==> src/rtl/mem_port_arbiter.sv <==
`default_nettype none
// ============================================================================
//  Module      : mem_port_arbiter
//  Description : Shares one single-port, 1-cycle-latency memory between an
//                instruction-fetch port and a load/store port.
//  Revision    : 1.0 - initial release
// ============================================================================
module mem_port_arbiter #(
    parameter int ADDR_W   = 16,
    parameter int DATA_W   = 16,
    parameter int MAX_WAIT = 4
) (
    input  logic              clk,
    input  logic              rst,
    input  logic              if_req,
    input  logic [ADDR_W-1:0] if_addr,
    output logic              if_ack,
    output logic [DATA_W-1:0] if_rdata,
    input  logic              ls_req,
    input  logic              ls_we,
    input  logic [ADDR_W-1:0] ls_addr,
    input  logic [DATA_W-1:0] ls_wdata,
    output logic              ls_ack,
    output logic [DATA_W-1:0] ls_rdata,
    output logic              mem_en,
    output logic              mem_we,
    output logic [ADDR_W-1:0] mem_addr,
    output logic [DATA_W-1:0] mem_wdata,
    input  logic [DATA_W-1:0] mem_rdata,
    output logic              busy,
    output logic              grant_ls
);

    localparam logic [1:0] c_ST_IDLE   = 2'd0;
    localparam logic [1:0] c_ST_ACCESS = 2'd1;
    localparam logic [1:0] c_ST_RESP   = 2'd2;
    localparam logic [3:0] c_MAX_WAIT  = 4'(MAX_WAIT);

    logic [1:0]        r_state;
    logic [3:0]        r_wait_cnt;
    logic              r_grant_ls;
    logic              r_we;
    logic [ADDR_W-1:0] r_addr;
    logic [DATA_W-1:0] r_wdata;
    logic              r_mem_en;
    logic              r_if_ack;
    logic              r_ls_ack;
    logic              r_busy;

    logic              w_any_req;
    logic              w_pick_ls;

    assign w_any_req = if_req | ls_req;
    // Load/store has priority until fetch has lost MAX_WAIT decisions in a row.
    assign w_pick_ls = ls_req & ~(if_req & (r_wait_cnt == c_MAX_WAIT));

    always_ff @(posedge clk) begin
        if (rst) begin
            r_state    <= c_ST_IDLE;
            r_wait_cnt <= 4'd0;
            r_grant_ls <= 1'b0;
            r_we       <= 1'b0;
            r_addr     <= '0;
            r_wdata    <= '0;
            r_mem_en   <= 1'b0;
            r_if_ack   <= 1'b0;
            r_ls_ack   <= 1'b0;
            r_busy     <= 1'b0;
        end else begin
            case (r_state)
                c_ST_IDLE: begin
                    r_if_ack <= 1'b0;
                    r_ls_ack <= 1'b0;
                    if (w_any_req) begin
                        r_grant_ls <= w_pick_ls;
                        r_addr     <= w_pick_ls ? ls_addr : if_addr;
                        r_we       <= w_pick_ls & ls_we;
                        r_wdata    <= (w_pick_ls & ls_we) ? ls_wdata : '0;
                        if (w_pick_ls && if_req) begin
                            r_wait_cnt <= (r_wait_cnt >= c_MAX_WAIT) ? c_MAX_WAIT
                                                                     : r_wait_cnt + 4'd1;
                        end else begin
                            r_wait_cnt <= 4'd0;
                        end
                        r_mem_en <= 1'b1;
                        r_busy   <= 1'b1;
                        r_state  <= c_ST_ACCESS;
                    end
                end
                c_ST_ACCESS: begin
                    r_mem_en <= 1'b0;
                    r_if_ack <= ~r_grant_ls;
                    r_ls_ack <= r_grant_ls;
                    r_state  <= c_ST_RESP;
                end
                c_ST_RESP: begin
                    r_if_ack <= 1'b0;
                    r_ls_ack <= 1'b0;
                    r_busy   <= 1'b0;
                    r_state  <= c_ST_IDLE;
                end
                default: begin
                    r_mem_en <= 1'b0;
                    r_if_ack <= 1'b0;
                    r_ls_ack <= 1'b0;
                    r_busy   <= 1'b0;
                    r_state  <= c_ST_IDLE;
                end
            endcase
        end
    end

    assign mem_en    = r_mem_en;
    assign mem_we    = r_mem_en & r_we;
    assign mem_addr  = r_mem_en ? r_addr : '0;
    assign mem_wdata = r_mem_en ? r_wdata : '0;
    assign if_ack    = r_if_ack;
    assign ls_ack    = r_ls_ack;
    // Read data arrives from memory in the ack cycle, so it is steered, not stored.
    assign if_rdata  = r_if_ack ? mem_rdata : '0;
    assign ls_rdata  = (r_ls_ack & ~r_we) ? mem_rdata : '0;
    assign busy      = r_busy;
    assign grant_ls  = r_grant_ls;

endmodule
`default_nettype wire

==> config.mk <==
export PLATFORM = sky130hd
export DESIGN_NAME = mem_port_arbiter
export DESIGN_NICKNAME = d
export VERILOG_FILES = /design/src/rtl/mem_port_arbiter.sv
export SDC_FILE = /design/constraint.sdc
export NUM_CORES = 1
export LEC_CHECK = 0
export CAP_MARGIN = 5
export CELL_PAD_IN_SITES_DETAIL_PLACEMENT = 1
export CELL_PAD_IN_SITES_GLOBAL_PLACEMENT = 1
export CORE_AREA = 2 2 98 100
export CTS_CLUSTER_SIZE = 28
export DETAILED_ROUTE_END_ITERATION = 8
export DIE_AREA = 0 0 100 102
export PLACE_DENSITY_LB_ADDON = 0.1
export SYNTH_ARGS = -nofsm -noshare
export SYNTH_HDL_FRONTEND = slang
export SYNTH_SLANG_ARGS = --single-unit
==> constraint.sdc <==
create_clock -name clk -period 2 [get_ports clk]
set_input_delay 0.4 -clock clk [delete_from_list [all_inputs] [get_ports clk]]
set_output_delay 0.4 -clock clk [all_outputs]
set_load 0.005 [all_outputs]
Word-level counts from Yosys, hierarchy flattened
Cells that the tools add are included.
{"block": "op_classes", "add_sub_neg": 1, "order_cmp": 1, "n_eq_ne": 4, "mux": 13, "bitwise_logic": 11, "reduce_logical": 6}
{"op": "2-to-1 mux 16 bit", "n": 6}
{"op": "2-to-1 mux 4 bit", "n": 2}
{"op": "AND reduction 2 bit", "n": 3}
{"op": "bitwise AND 1 bit", "n": 5}
{"op": "inverter 1 bit", "n": 5}
{"op": "adder 4 x 1 -> 4 bit, second input constant", "n": 1}
{"op": "== test 4 x 3 -> 1 bit, second input constant", "n": 1}
{"op": "greater-or-equal comparator 4 x 3 -> 1 bit, second input constant", "n": 1}
{"op": "case mux 1 bit (2 select lines)", "n": 2}
{"op": "case mux 2 bit (2 select lines)", "n": 1}
{"op": "== test 2 x 1 -> 1 bit, second input constant", "n": 1}
{"op": "== test 2 bit, second input constant", "n": 1}
{"op": "zero test 2 bit", "n": 1}
{"op": "2-to-1 mux 2 bit", "n": 1}
{"op": "!= test 2 bit, second input constant", "n": 1}
{"op": "OR reduction 2 bit", "n": 1}
{"op": "logical AND 1 bit", "n": 1}
{"op": "2-to-1 mux 1 bit", "n": 1}
{"op": "bitwise OR 1 bit", "n": 1}
{"block": "word_totals", "reg_bits": 44, "output_inout_bits": 70, "word_cells": 46}

Longest topological paths before layout
Gate-level depths: netlist of the first run.
{"block": "logic_depth", "word_depth": 6, "ltp_mapped": 7, "ltp_nobuf": 5}

Worst setup path before layout of the first run
Ideal clock, no wire load.
{"block": "synth_path", "kind": "register to register", "startpoint": "reg r_wait_cnt[0]", "endpoint": "reg r_addr[11]", "setup_time_ns": 0.091, "t_arrival_ns": 1.294, "required_ns": 1.909, "slack_ns": 0.615, "path_stages_with_launch": 8, "n_path_buf": 2, "period_less_slack_ns": 1.385, "cell_sequence": "dfxtp_1 > inv_1 > ha_1 > nand4b_1 > buf_4 > buf_4 > nand3_1 > a311oi_1"}
{"block": "synth_via", "elab_chain_len": 5}
{"element": "start: declaration", "line_no": "40", "rtl": "logic [3:0] r_wait_cnt;"}
{"element": "start signal: assignment", "line_no": "80", "rtl": "r_wait_cnt <= (r_wait_cnt >= c_MAX_WAIT) ? c_MAX_WAIT"}
{"element": "== test 4 x 3 -> 1 bit", "line_no": "55", "rtl": "assign w_pick_ls = ls_req & ~(if_req & (r_wait_cnt == c_MAX_WAIT));"}
{"element": "bitwise AND 1 bit", "line_no": "55"}
{"element": "inverter 1 bit", "line_no": "55"}
{"element": "bitwise AND 1 bit", "line_no": "55"}
{"element": "2-to-1 mux 16 bit", "line_no": "76", "rtl": "r_addr <= w_pick_ls ? ls_addr : if_addr;"}
{"element": "end signal: assignment", "line_no": "76"}
{"element": "end: declaration", "line_no": "43", "rtl": "logic [ADDR_W-1:0] r_addr;"}
Every way passes these cells.
A chain may end at the register's enable or synchronous reset.

Worst setup path in the final report of the first run
{"block": "layout_path", "startpoint": "in mem_rdata[8]", "endpoint": "out if_rdata[8]"}
{"block": "layout_via", "elab_chain_len": 1}
{"element": "start: declaration", "line_no": "29", "rtl": "input logic [DATA_W-1:0] mem_rdata,"}
{"element": "2-to-1 mux 16 bit", "line_no": "120", "rtl": "assign if_rdata = r_if_ack ? mem_rdata : '0;"}
{"element": "end: declaration", "line_no": "18", "rtl": "output logic [DATA_W-1:0] if_rdata,"}
Every way passes these cells.

==> results of run 1 <==
## area by class of cell
type,instances,area share (%)
clock buffer,6,1.790
multi-input combinational,199,32.44
sequential,44,21.82
clock inverter,1,0.1235
inverter,20,1.852
timing repair buffer,157,38.55
tap,111,3.426
## logic make-up after synthesis
family | after synthesis
and+or+nand+nor | 121
AOI/OAI and AO/OA | 76
adders and majority gates | 2
buffers and inverters | 49
DFF | 44
## cell usage after synthesis
cell type,number,area [um^2]
and2_1,66,412.9
dfxtp_1,44,880.8
a21oi_1,22,110.1
inv_1,20,75.07
nand3_1,18,90.09
o21ai_0,18,90.09
nand4b_1,17,148.9
a311oi_1,16,140.1
o32ai_1,16,140.1
clkbuf_1,14,52.55
buf_2,6,30.03
buf_4,4,30.03
buf_6,4,45.04
nand4_1,4,25.02
o21ai_1,3,15.01
ha_1,2,25.02
nand2_1,2,7.510
nor2_1,2,7.510
nor2b_1,2,12.51
nor3_1,2,10.01
nor3b_1,2,15.01
or2_2,2,12.51
a211oi_1,1,7.510
and4b_4,1,13.76
clkbuf_8,1,13.76
nor2_2,1,6.260
nor2_4,1,11.26
nor4_1,1,6.260
## per-stage QoR
step	cells	cell area, um^2
3_3_place_gp	528	3911
3_5_place_dp	528	3911
2_1_floorplan	292	2435
4_1_cts	535	3988
5_1_grt	538	4054
6_report	538	4054
## tightest hold or removal path, cell delays in order, from the launching register on
cell and delay, ns:
dfxtp_1 0.31, nand2_1 0.05, a21oi_1 0.05
## timing repair
action,CTS,global route
setup endpoints to repair,22,28
resized for setup,7,17
pin swaps,0,0
setup buffers,0,2
cloned,0,1
## power breakdown
part | leakage (nW) | internal (mW) | switching (mW) | total (mW)
registers | 0.362 | 0.938 | 0.0372 | 0.975
clock network | 0.0410 | 0.238 | 0.279 | 0.517
logic | 1.18 | 0.316 | 0.236 | 0.552
total | 1.58 | 1.49 | 0.552 | 2.04
## registers in the layout, summed over array words and instances, names as in the netlist
register / cells
ls_ack: 1
r_we: 1
if_ack: 1
mem_en: 1
r_wait_cnt: 4
r_addr: 16
r_state: 2
busy: 1
r_wdata: 16
grant_ls: 1
## how the worst max path moves through the flow
stage	end	slack, ns
5_1_grt	ls_rdata[4]	0.006
6_report	if_rdata[8]	0.06
4_1_cts	ls_rdata[7]	0.001
2_1_floorplan	r_addr[11]	0.62
3_5_place_dp	r_wdata[12]	0.06
3_3_place_gp	r_wdata[8]	0.09
## layer usage
| layer | global-route usage (%) | wire length, um | up-vias | share of wire (%) |
|---|---|---|---|---|
| met5 | 0 | 0 | - | 0 |
| met4 | 4.320 | 42 | 0 | 0.51 |
| met3 | 3.283 | 408 | 2 | 4.9 |
| met1 | 20.89 | 3965 | 1228 | 48 |
| li1 | - | - | 1314 | - |
| met2 | 26.46 | 3884 | 84 | 47 |
==> results.cfg, run 1 <==
[status]
outcome = finished, final reports clean

[floorplan]
core_area_um2 = 9109
boundaryPins = 139
die_w_um = 100
start_util_pct = 26.73
die-area_um2 = 10200
die_y_um = 102
rows = 35

[critical_path]
critPathMostFrequentCell = clkdlybuf4s50_1
cp-startpoint = mem_rdata[8]
cp_num_cells = 3
crit_slowest_cell = clkdlybuf4s50_1
cp_top_family = buffers and inverters
start_kind = input pin
cp.required_ns = 1.60
max_stage_delay_ns = 0.53
worst_r2r_endpoint = r_addr[6]
cp_cell_sequence = clkdlybuf4s50_1 > and2_1 > clkdlybuf4s50_1
crit_buf_inv = 2
reg2reg_from = r_wait_cnt[0]
worst_setup_path_end_kind = output pin
arrival_ns = 1.54
critical_path_class = in2out
regToRegSetupSlack_ns = 0.44
critPathMaxFanout = 2
worst-r2r-cell-count = 6

[detailed_routing]
via_per_inst = 4.885
wl_um = 8301
drcViolationCount = 0
vias = 2628
drt_pass1_iterations = 4
wl_per_cell_um = 15.43
drt_iter0_drc = 70
final_antenna_net_count = 0

[power_and_ir_drop]
ir_drop_uv = 214.1
power_mw = 2.044
leakagePower_nw = 1.581
power_density_nw_per_um2 = 504.2

[finish]
syn2layout_area_growth_pct = 66.50
fin_util_pct = 44.51
mostFrequentLayoutCells = clkdlybuf4s50_1 (125), and2_1 (66), dfxtp_1 (41)
multi_input_area_um2 = 1315
fillers = 1088
final-seq-area_um2 = 884.6
diodes = 0
drive_gt1_share_pct = 8.197
final_common_cell = clkdlybuf4s50_1
nets = 498

[clocking]
clock_sinks = 44
clockBufferDepth = 2
clk_pin_slew_worst_paths_ns = 0.07
htree_num_levels = 2
cts_buffers = 5
cts_hold_buf = 0
cts_tree = done
cts_root_buf = clkbuf_8
clkLatencyLatePin_ns = 0.29

[synthesis]
seq_area_frac_synth_pct = 36.18
synthCells = 292
synthMuxAreaShare_pct = 0
synth_area_um2 = 2435
synth_top_family_by_area = simple AND/OR/NAND/NOR gates
synth_seq_cells = 44
synthDistinctLibCells = 28
synth_fa_ha_area_share_pct = 1.028
syn_avg_cell_area_um2 = 8.338
synth_compound_gate_area_share_pct = 20.66
syn-num-nets = 363
synthXorXnorAreaFrac_pct = 0
yosys.area_share.simple_pct = 32.01
yosysWarningCount = 0

[global_routing]
grt_usage_pct = 15.83
first_global_vias = 2627
grt_overflow = 0
grt_antenna_before_repair = 0
grt_pass1_wl_um = 12940
grt_max_degree = 38

[timing]
hold_slack_ns = 0.4561
worst_slack_ns = 0.06441
slew_headroom_pct = 61.21
max_freq_mhz = 516.6
finalMaxSlewViolations = 0
tns_ns = 0
final_hold_viol_count = 0
period_minus_slack_ns = 1.936
period_share_pct = 96.78
setup_viol = 0
skew_ns = 0.01099
grt_setup_unrepaired = false
worst-slew-pin-transition_ns = 0.5819

[min_path]
holdPathEnd = busy
hold_depth = 2
worstHoldStart = busy
hold_path_class = reg2reg

[flow_run]
maxCapViolations = 0

[placed_design]
dp_hpwl_um = 6018
portBuffers = 138
place.gp.congestion = 0.7849
place_ws_ns = 0.06382
(Power assumes the default switching activity.)
==> run 2: changes to the inputs <==
--- a/config.mk
+++ b/config.mk
@@ -7,11 +7,11 @@
 export LEC_CHECK = 0
 export CAP_MARGIN = 5
 export CELL_PAD_IN_SITES_DETAIL_PLACEMENT = 1
-export CELL_PAD_IN_SITES_GLOBAL_PLACEMENT = 1
-export CORE_AREA = 2 2 98 100
+export CELL_PAD_IN_SITES_GLOBAL_PLACEMENT = 2
+export CORE_AREA = 2 2 114 116
 export CTS_CLUSTER_SIZE = 28
 export DETAILED_ROUTE_END_ITERATION = 8
-export DIE_AREA = 0 0 100 102
+export DIE_AREA = 0 0 116 118
 export PLACE_DENSITY_LB_ADDON = 0.1
 export SYNTH_ARGS = -nofsm -noshare
 export SYNTH_HDL_FRONTEND = slang
==> run 2 against run 1 <==
  * Final cell count increased by 11%
  * Clock skew decreased by 0.0049 ns
  * Total power increased by 23%
  * Register-to-register slack got worse by 0.24 ns
  * Worst hold slack about the same
  * Cell area increased by 6.1%
  * First-iteration DRC count increased by 37%
  * Critical path depth unchanged
  * Sequential power about the same
  * Flip-flop and latch count unchanged
==> results.cfg, run 2 (synthesis gave the netlist of run 1 again) <==
[status]
outcome = finished, final reports clean

[timing]
tns_ns = 0
slew_headroom_pct = 43.31
worst-slew-pin-transition_ns = 0.8484
hold_slack_ns = 0.4561
max_freq_mhz = 523.4
finalMaxSlewViolations = 0
skew_ns = 0.006049
final_hold_viol_count = 0
worst_slack_ns = 0.08951
period_minus_slack_ns = 1.910
setup_viol = 0
period_share_pct = 95.52
grt_setup_unrepaired = false

[placed_design]
dp_hpwl_um = 6383
portBuffers = 138
placed_area_um2 = 4048
place_ws_ns = -0.08496
place.gp.congestion = 0.7171

[clocking]
clockBufferDepth = 2
cts_root_buf = clkbuf_16
cts_hold_buf = 0
htree_num_levels = 2
cts_tree = done
clock_sinks = 44
clkLatencyLatePin_ns = 0.29
clk_pin_slew_worst_paths_ns = 0.06
cts_buffers = 5

[floorplan]
start_util_pct = 19.61
core_area_um2 = 12410
boundaryPins = 139
die-area_um2 = 13690
rows = 41
die_w_um = 116
die_y_um = 118

[min_path]
hold_path_class = reg2reg

[power_and_ir_drop]
leakagePower_nw = 1.660
power_density_nw_per_um2 = 584.3
ir_drop_uv = 347.8

[critical_path]
worst_setup_path_end_kind = output pin
endpoint = if_rdata[4]
critPathMaxFanout = 2
cp.required_ns = 1.60
worst-r2r-cell-count = 3
arrival_ns = 1.51
worst_r2r_endpoint = r_addr[7]
reg2reg_from = r_state[1]
start_kind = input pin
regToRegSetupSlack_ns = 0.20
cp-startpoint = mem_rdata[4]
critical_path_class = in2out

[finish]
fin_util_pct = 34.64
syn2layout_area_growth_pct = 76.62
nets = 497
final_common_cell = clkdlybuf4s50_1
diodes = 0
final_cell_area_um2 = 4300
drive_gt1_share_pct = 8.431
largestRegisters = r_addr x16, r_wdata x16, r_wait_cnt x4
mostFrequentLayoutCells = clkdlybuf4s50_1 (128), and2_1 (66), dfxtp_1 (41)
fillers = 1455

[global_routing]
grt_pass1_wl_um = 14070
first_global_vias = 2573
grt_overflow = 0
grt_max_degree = 35
grt_antenna_before_repair = 0
grt_usage_pct = 12.90

[detailed_routing]
via_per_inst = 4.382
drt_iter0_drc = 96
wl_um = 9285
drt_pass1_iterations = 4
final_antenna_net_count = 0
wl_per_cell_um = 15.50
vias = 2625
drcViolationCount = 0

[flow_run]
maxCapViolations = 0
-- run 2: routing by layer --
layer | track usage, % | vias to the layer above | share of wire (%)
met5 | 0 | - | 0
met1 | 17.21 | 1219 | 48
met2 | 21.13 | 89 | 46
met3 | 3.347 | 4 | 5.9
li1 | - | 1313 | -
met4 | 2.232 | 0 | 0.55
-- run 2: layout make-up --
class                   count  area [um^2]  area share, %
clock buffers               5        125.1          2.910
clock inverters             3        46.29          1.077
inverters                  20        75.07          1.746
multi-input cells         199         1320          30.70
flip-flops and latches     44        884.6          20.57
well taps                 172        215.2          5.004
repair buffers            156         1634          38.00
-- run 2: worst min path at each step --
stage	slack, ns	depth (start not counted)	endpoint	startpoint
2_1_floorplan	0.44	1	if_ack	grant_ls
3_3_place_gp	0.45	1	if_ack	grant_ls
3_5_place_dp	0.45	1	if_ack	grant_ls
4_1_cts	0.47	1	if_ack	grant_ls
5_1_grt	0.48	1	if_ack	grant_ls
6_report	0.46	1	if_ack	grant_ls
-- run 2: worst max-delay path, cell delays in order --
cell,delay (ns)
clkdlybuf4s50_1,0.47
and2_1,0.12
clkdlybuf4s50_1,0.52
-- run 2: what timing repair did --
item | in CTS | in global routing
pin swaps | 0 | 0
cloned | 1 | 1
resized for setup | 5 | 13
setup buffers | 0 | 1
setup endpoints to repair | 2 | 18
-- run 2: through the flow --
step                      std cells  total power, mW
final                           599            2.513
after global routing            599            2.646
after floorplan                 292            1.239
after detailed placement        588            1.569
after global placement          588            1.568
after CTS                       597            2.538
-- run 2: power by group --
| group | internal, mW | total, mW | switching (mW) |
|---|---|---|---|
| clock | 0.594 | 0.956 | 0.362 |
| sequential | 0.938 | 0.975 | 0.0367 |
| combinational | 0.330 | 0.582 | 0.252 |
